[src/rtl/adder_pkg.sv]
// Shared definitions for the serial arithmetic blocks.
// The state encoding is reused by future multi-bit serial units.
package adder_pkg;

  typedef enum logic [1:0] {
    IDLE = 2'd0,
    RUN  = 2'd1,
    DONE = 2'd2
  } state_t;

endpackage

[src/rtl/full_adder_cell.sv]
// Single-bit full adder assembled from two cascaded half-adder stages
// whose carries are merged with an OR.
module full_adder_cell (
  input  logic a,
  input  logic b,
  input  logic ci,
  output logic s,
  output logic co
);

  logic hs1;
  logic hc1;
  logic hc2;

  // First half adder combines the operand bits, the second folds in the carry.
  always_comb begin
    hs1 = a ^ b;
    hc1 = a & b;
    s   = hs1 ^ ci;
    hc2 = hs1 & ci;
    co  = hc1 | hc2;
  end

endmodule

[src/rtl/serial_adder.sv]
// Bit-serial adder/subtractor: one full-adder cell, one bit per clock, LSB first,
// with carry-out, signed overflow and a single-cycle done pulse.
module serial_adder
  import adder_pkg::*;
#(
  parameter int WIDTH = 8
) (
  input  logic             clk,
  input  logic             rst,
  input  logic             start,
  input  logic             sub,
  input  logic             cin,
  input  logic [WIDTH-1:0] a,
  input  logic [WIDTH-1:0] b,
  output logic             busy,
  output logic             done,
  output logic [WIDTH-1:0] sum,
  output logic             cout,
  output logic             ovf
);

  localparam int CW = (WIDTH > 1) ? $clog2(WIDTH) : 1;

  state_t           state;
  state_t           state_next;
  logic [WIDTH-1:0] a_sr;
  logic [WIDTH-1:0] b_sr;
  logic [WIDTH-1:0] res_sr;
  logic [WIDTH-1:0] sum_q;
  logic             carry;
  logic             cout_q;
  logic             ovf_q;
  logic [CW-1:0]    cnt;
  logic             last_bit;
  logic             fa_s;
  logic             fa_co;

  full_adder_cell u_fa (
    .a  (a_sr[0]),
    .b  (b_sr[0]),
    .ci (carry),
    .s  (fa_s),
    .co (fa_co)
  );

  assign last_bit = (cnt == CW'(WIDTH - 1));

  always_ff @(posedge clk) begin
    if (rst) begin
      state <= IDLE;
    end else begin
      state <= state_next;
    end
  end

  always_comb begin
    state_next = state;
    case (state)
      IDLE:    if (start) state_next = RUN;
      RUN:     if (last_bit) state_next = DONE;
      DONE:    state_next = IDLE;
      default: state_next = IDLE;
    endcase
  end

  // Subtraction is A + ~B + 1: B is inverted on entry and the carry seeded with 1.
  always_ff @(posedge clk) begin
    if (rst) begin
      a_sr   <= '0;
      b_sr   <= '0;
      res_sr <= '0;
      carry  <= 1'b0;
      cnt    <= '0;
      sum_q  <= '0;
      cout_q <= 1'b0;
      ovf_q  <= 1'b0;
    end else begin
      case (state)
        IDLE: begin
          if (start) begin
            a_sr   <= a;
            b_sr   <= b ^ {WIDTH{sub}};
            carry  <= sub ? 1'b1 : cin;
            cnt    <= '0;
            res_sr <= '0;
          end
        end
        RUN: begin
          a_sr   <= a_sr >> 1;
          b_sr   <= b_sr >> 1;
          res_sr <= {fa_s, res_sr[WIDTH-1:1]};
          carry  <= fa_co;
          cnt    <= cnt + 1'b1;
          // The carry into the MSB is still in the carry flop on the final bit.
          if (last_bit) begin
            sum_q  <= {fa_s, res_sr[WIDTH-1:1]};
            cout_q <= fa_co;
            ovf_q  <= carry ^ fa_co;
          end
        end
        default: ;
      endcase
    end
  end

  assign busy = (state == RUN);
  assign done = (state == DONE);
  assign sum  = sum_q;
  assign cout = cout_q;
  assign ovf  = ovf_q;

endmodule
[config.mk]
export PLATFORM = sky130hd
export DESIGN_NAME = serial_adder
export DESIGN_NICKNAME = d
export VERILOG_FILES = /design/src/rtl/adder_pkg.sv /design/src/rtl/full_adder_cell.sv /design/src/rtl/serial_adder.sv
export SDC_FILE = /design/constraint.sdc
export NUM_CORES = 1
export LEC_CHECK = 0
export CORE_ASPECT_RATIO = 1.25
export CORE_MARGIN = 3
export CORE_UTILIZATION = 29
export CTS_BUF_LIST = sky130_fd_sc_hd__clkbuf_8 sky130_fd_sc_hd__clkbuf_16
export DETAILED_ROUTE_END_ITERATION = 16
export SYNTH_ARGS = -nofsm -noshare
export SYNTH_HDL_FRONTEND = slang
export SYNTH_SLANG_ARGS = --single-unit
[constraint.sdc]
create_clock -name clk -period 3.02 [get_ports clk]
set_input_delay 0.755 -clock clk [delete_from_list [all_inputs] [get_ports clk]]
set_output_delay 0.755 -clock clk [all_outputs]
set_load 0.02 [all_outputs]
==> results of run 1 <==
-- power breakdown --
group          internal [mW]  total (mW)  switching (mW)
Clock                  0.267       0.445           0.178
Sequential             0.538       0.553          0.0146
Combinational         0.0707       0.138          0.0675
Total                  0.876        1.14           0.260
-- through the flow --
stage / setup WS [ps] / cell area (um^2) / hold WS (ps) / power, mW / std cells
2_1_floorplan: 1420 / 1690 / 435 / 0.661 / 175
3_3_place_gp: 738 / 2020 / 448 / 0.703 / 263
3_5_place_dp: 708 / 2020 / 459 / 0.704 / 263
4_1_cts: 590 / 2140 / 471 / 1.15 / 271
5_1_grt: 513 / 2140 / 487 / 1.19 / 271
6_report: 606 / 2140 / 469 / 1.14 / 271
-- worst register-to-register path, stage by stage, from the launching register on --
cell and delay, ps:
dfxtp_1 360, ha_1 170, ha_1 190, and3b_1 430, nor2_1 80, a211oi_1 200
-- final timing paths --
kind | cells after the start | slack, ps | to
worst max-delay path | 3 | 610 | done
worst min-delay path | 2 | 470 | sum[2]
worst max register to register | 5 | 1510 | ovf
worst min register to register | 2 | 470 | sum[2]
-- state kept, by name (all words and copies together) (netlist names) --
signal	flops
b_sr	8
carry	1
res_sr	7
state	2
ovf	1
cout	1
a_sr	8
sum	8
cnt	3
-- routing by layer --
layer,share of wire,wire (um),track usage
met1,0.45,1550,0.139
met2,0.49,1700,0.175
met3,0.038,131,0.0277
met4,0.022,77,0.0564
met5,0,0,0
-- layout make-up --
class / instances / area (um^2) / share of cell area
clock buffers: 6 / 82.6 / 0.0386
well taps: 64 / 80.1 / 0.0374
flip-flops and latches: 39 / 781 / 0.365
clock inverters: 2 / 35.0 / 0.0164
multi-input cells: 121 / 797 / 0.372
inverters: 2 / 7.51 / 0.00351
repair buffers: 37 / 358 / 0.167
-- kinds of logic after synthesis --
kind of cell	after synthesis
AO/OA/AOI/OAI	55
AND/OR/NAND/NOR	54
flip-flops	39
buffers and inverters	15
XOR/XNOR	9
adder cells (fa/ha/maj)	3
-- Yosys cell counts --
| library cell | number |
|---|---|
| a22oi_1 | 18 |
| xnor2_1 | 8 |
| clkbuf_1 | 3 |
| fa_1 | 1 |
| buf_4 | 1 |
| nand2_2 | 2 |
| nor3b_2 | 1 |
| inv_2 | 1 |
| buf_2 | 2 |
| nand3b_2 | 1 |
| dfxtp_1 | 39 |
| clkbuf_2 | 1 |
| buf_6 | 5 |
| xor2_1 | 1 |
| nand2_1 | 16 |
| nor2_1 | 28 |
| o21ai_0 | 1 |
| a2bb2oi_1 | 1 |
| and3b_1 | 1 |
| o22ai_1 | 9 |
| nor3b_1 | 1 |
| nor2b_2 | 1 |
| ha_1 | 2 |
| nand2b_2 | 1 |
| a21oi_2 | 9 |
| o21bai_2 | 1 |
| inv_1 | 1 |
| o31ai_1 | 1 |
| nand2b_1 | 1 |
| a211oi_1 | 9 |
| o2bb2ai_1 | 5 |
| clkbuf_8 | 1 |
| o21ba_2 | 1 |
| nand3b_1 | 1 |
==> results_dict.tcl, run 1 <==
set metrics [dict create \
    timing_worst_slew_pin_value_ps 480 \
    setup_tns_ps 0 \
    grt_antenna_before_repair 0 \
    yosysTopAreaCell "dfxtp_1" \
    fin_crit_ps 2410 \
    fp.dieH_um 91.3 \
    grt_overflow 0 \
    drc_errors 0 \
    cp_slowest_cell "clkdlybuf4s50_1" \
    die_area_um2 6780 \
    leakagePower_nw 0.741 \
    cts_resized 0 \
    synth_top_family_by_area "compound AO/OA/AOI/OAI gates" \
    io_buffers 32 \
    pwr_density_cell_nw_per_um2 531 \
    numClockSinks 39 \
    final_common_cell "dfxtp_1" \
    cp_top_family "buffers and inverters" \
    synth.distinct_cells 34 \
    crit_arrival_ps 1660 \
    dr_total_vias 1363 \
    syn_area_per_cell_um2 9.65 \
    grt_usage 0.112 \
    ys.warnings.count 0 \
    critPathLaunch "state[1]" \
    crit_type "flop to output port" \
    fillers 559 \
    muxShareOfSynthArea 0 \
    htreeDepth 2 \
    cts_root_buffer "clkbuf_8" \
    routed_wl_mm 3.46 \
    cts_hold_buf 0 \
    antenna-diode-count 0 \
    ys_seq_area_frac 0.462 \
    drt_iter0_markers 95 \
    finClkSkew_ps 3.51 \
    rows 30 \
    startpoint_type "flop" \
    die_x_um 74.3 \
    final_nets 230 \
    final_cell_mix "39 x dfxtp_1, 32 x clkdlybuf4s50_1, 28 x nor2_1" \
    dp_hpwl_mm 2.46 \
    synth_fp_nets 199 \
    period_share 0.799 \
    cp-end-kind "output port" \
    netlist_area_um2 1690 \
    hold_start "sum[2]" \
    first_pass_iters 4 \
    hold_viol 0 \
    hp-class "flop to flop" \
    synth_top_cell_area_share 0.462 \
    synthCells 175 \
    clk_latency_ps 290 \
    clockBufferDepth 2 \
    post_cts_buffers 0 \
    grt_pass1_vias 1279 \
    outcome "complete, no violations" \
    cp_num_buf_inv 2 \
    fmax_mhz 414 \
    viasPerCell 5.03 \
    path_max_fanout 9 \
    synth-compound-area-share 0.251 \
    numCtsBuffers 5 \
    core_area_um2 5520 \
    rsz0062_at_grt "false" \
    worstPathCellList "inv_2, nor2_1, clkdlybuf4s50_1" \
    grt_max_degree 21 \
    ios 33 \
    setup_viol 0 \
    cts_tree "built" \
    maxCapViolCount 0 \
    yosys.area_share.adder 0.0267 \
    max_stage_delay_ps 610 \
    yosys.area_share.simple 0.147 \
    worstPathRequired_ps 2260 \
    grt_pass1_wl_mm 5.99 \
    final_antenna_net_count 0 \
    syn_to_final_growth_pct 26.7 \
    synth-seq-cells 39 \
    slew_headroom 0.680 \
    r2r_start "cnt[0]" \
    synthXorXnorAreaFrac 0.0467 \
    place.gp.congestion 0.726 \
    start_util 0.306 \
    clkTransAtPathRegs_ps 70 \
    synthTopCellsByArea "dfxtp_1 46%, a22oi_1 8.0%, nor2_1 6.2%" \
    drive_gt1_frac 0.150 \
    post-route-util 0.388 \
    drv_slew 0 \
    detail_route.wl_per_cell_um 12.8 \
    vdd_drop_max_uv 202 \
]
(Power assumes the default switching activity.)
==> inputs of run 2 (changes only) <==
==> constraint.sdc (replaced) <==
create_clock -name clk -period 2.11 [get_ports clk]
set_input_delay 0.5275 -clock clk [delete_from_list [all_inputs] [get_ports clk]]
set_output_delay 0.5275 -clock clk [all_outputs]
set_load 0.02 [all_outputs]
==> run 2 against run 1 <==
Against the previous run: worst setup slack lost 250 ps; non-clock buffer count up 5; sequential power grew 43%; register-to-register slack worse by 920 ps; count of clock-buffer cells in the layout down 1; largest power group unchanged; sequential share of layout area fell by 0.11 points; clock skew increased by 5.1 ps.
==> results_dict.tcl, run 2 (synthesis results as in run 1) <==
set metrics [dict create \
    start_util 0.306 \
    placed_area_um2 2060 \
    dp_hpwl_mm 2.53 \
    r2r_start "cnt[0]" \
    cp_top_family "buffers and inverters" \
    fp.dieH_um 91.3 \
    antenna-diode-count 0 \
    routed_wl_mm 3.36 \
    drt_iter0_markers 99 \
    slew_headroom 0.715 \
    hold-worst-slack_ps 455 \
    grt_usage 0.106 \
    place.gp.congestion 0.767 \
    post_cts_buffers 0 \
    ios 33 \
    io_buffers 32 \
    clockBufferDepth 2 \
    cp-end-kind "output port" \
    final_area_um2 2150 \
    hold_start "res_sr[1]" \
    rows 30 \
    finClkSkew_ps 8.65 \
    hold_viol 0 \
    maxCapViolCount 0 \
    cts_root_buffer "clkbuf_8" \
    crit_type "flop to output port" \
    drv_slew 0 \
    timing.final.ws_setup_ps 353 \
    syn_to_final_growth_pct 27.3 \
    grt_overflow 0 \
    viasPerCell 4.80 \
    die_area_um2 6780 \
    htreeDepth 2 \
    dp_cells 268 \
    period_share 0.832 \
    core_area_um2 5520 \
    final_antenna_net_count 0 \
    post-route-util 0.390 \
    layout.cells.non_filler 276 \
    drc_errors 0 \
    final_cell_mix "38 x dfxtp_1, 30 x clkdlybuf4s50_1, 28 x nor2_1" \
    final_common_cell "dfxtp_1" \
    post-place-ws_ps 245 \
    final_nets 235 \
    leakagePower_nw 0.785 \
    setup_viol 0 \
    cts_tree "built" \
    grt_max_degree 20 \
    setup_tns_ps 0 \
    critPathLaunch "sum[5]" \
    numClockSinks 39 \
    grt_antenna_before_repair 0 \
    fmax_mhz 569 \
    timing_worst_slew_pin_value_ps 428 \
    die_x_um 74.3 \
    cp_num_buf_inv 1 \
    detail_route.wl_per_cell_um 12.2 \
    max_stage_delay_ps 600 \
    rsz0062_at_grt "false" \
    first_pass_iters 6 \
    worstPathCellList "clkdlybuf4s50_1" \
    vdd_drop_max_uv 293 \
    cp_slowest_cell "clkdlybuf4s50_1" \
    outcome "complete, no violations" \
    hp-class "flop to flop" \
    crit_arrival_ps 1230 \
    drive_gt1_frac 0.175 \
    p_total_mw 1.47 \
    grt_pass1_vias 1255 \
    numCtsBuffers 5 \
    pwr_density_cell_nw_per_um2 684 \
    clk_latency_ps 290 \
    dr_total_vias 1324 \
    clkTransAtPathRegs_ps 80 \
    path_max_fanout 2 \
    startpoint_type "flop" \
    grt_pass1_wl_mm 5.74 \
    worstPathRequired_ps 1580 \
    fin_crit_ps 1760 \
]
run 2: cell types whose count changed in the layout (fill, tap and decap cells not counted), sizes merged:
cell           delta
clkinv            +2
clkdlybuf4s50     -2
bufinv            -1
buf               +5
clkbuf            -1
dlymetal6s2s      +2
run 2: final cells by class:
| cell class | count | area [um^2] |
|---|---|---|
| Fill cell | 563 | 3370 |
| Multi-Input combinational cell | 121 | 797 |
| Sequential cell | 39 | 782 |
| Timing Repair Buffer | 42 | 400 |
| Tap cell | 64 | 80.1 |
| Clock buffer | 5 | 68.8 |
| Clock inverter | 3 | 15.0 |
| Inverter | 2 | 7.51 |
run 2: final timing paths:
path	endpoint	slack [ps]	cells after the start
max reg2reg	ovf	590	5
min reg2reg	sum[0]	460	2
max	sum[5]	350	1
min	sum[0]	460	2
run 2: routing by layer:
| metal | global-route usage | up-vias | wire length, um |
|---|---|---|---|
| met1 | 0.137 | 597 | 1560 |
| li1 | - | 694 | - |
| met5 | 0 | - | 0 |
| met2 | 0.168 | 29 | 1600 |
| met4 | 0.0401 | 0 | 44 |
| met3 | 0.0277 | 4 | 154 |
run 2: tightest hold or removal path, cell delays in order, from the launching register on:
cell	delay [ps]
dfxtp_1	320
nand2_2	60
a21oi_2	40
run 2: report_power, final:
group	total [mW]	switching (mW)	internal, mW
registers	0.793	0.0224	0.770
clock network	0.472	0.246	0.226
logic	0.206	0.0973	0.108
total	1.47	0.366	1.10
run 2: timing repair:
action	4_1_cts	5_1_grt
endpoints found under the setup margin	1	2
resized for setup	1	2
hold buffers	0	0
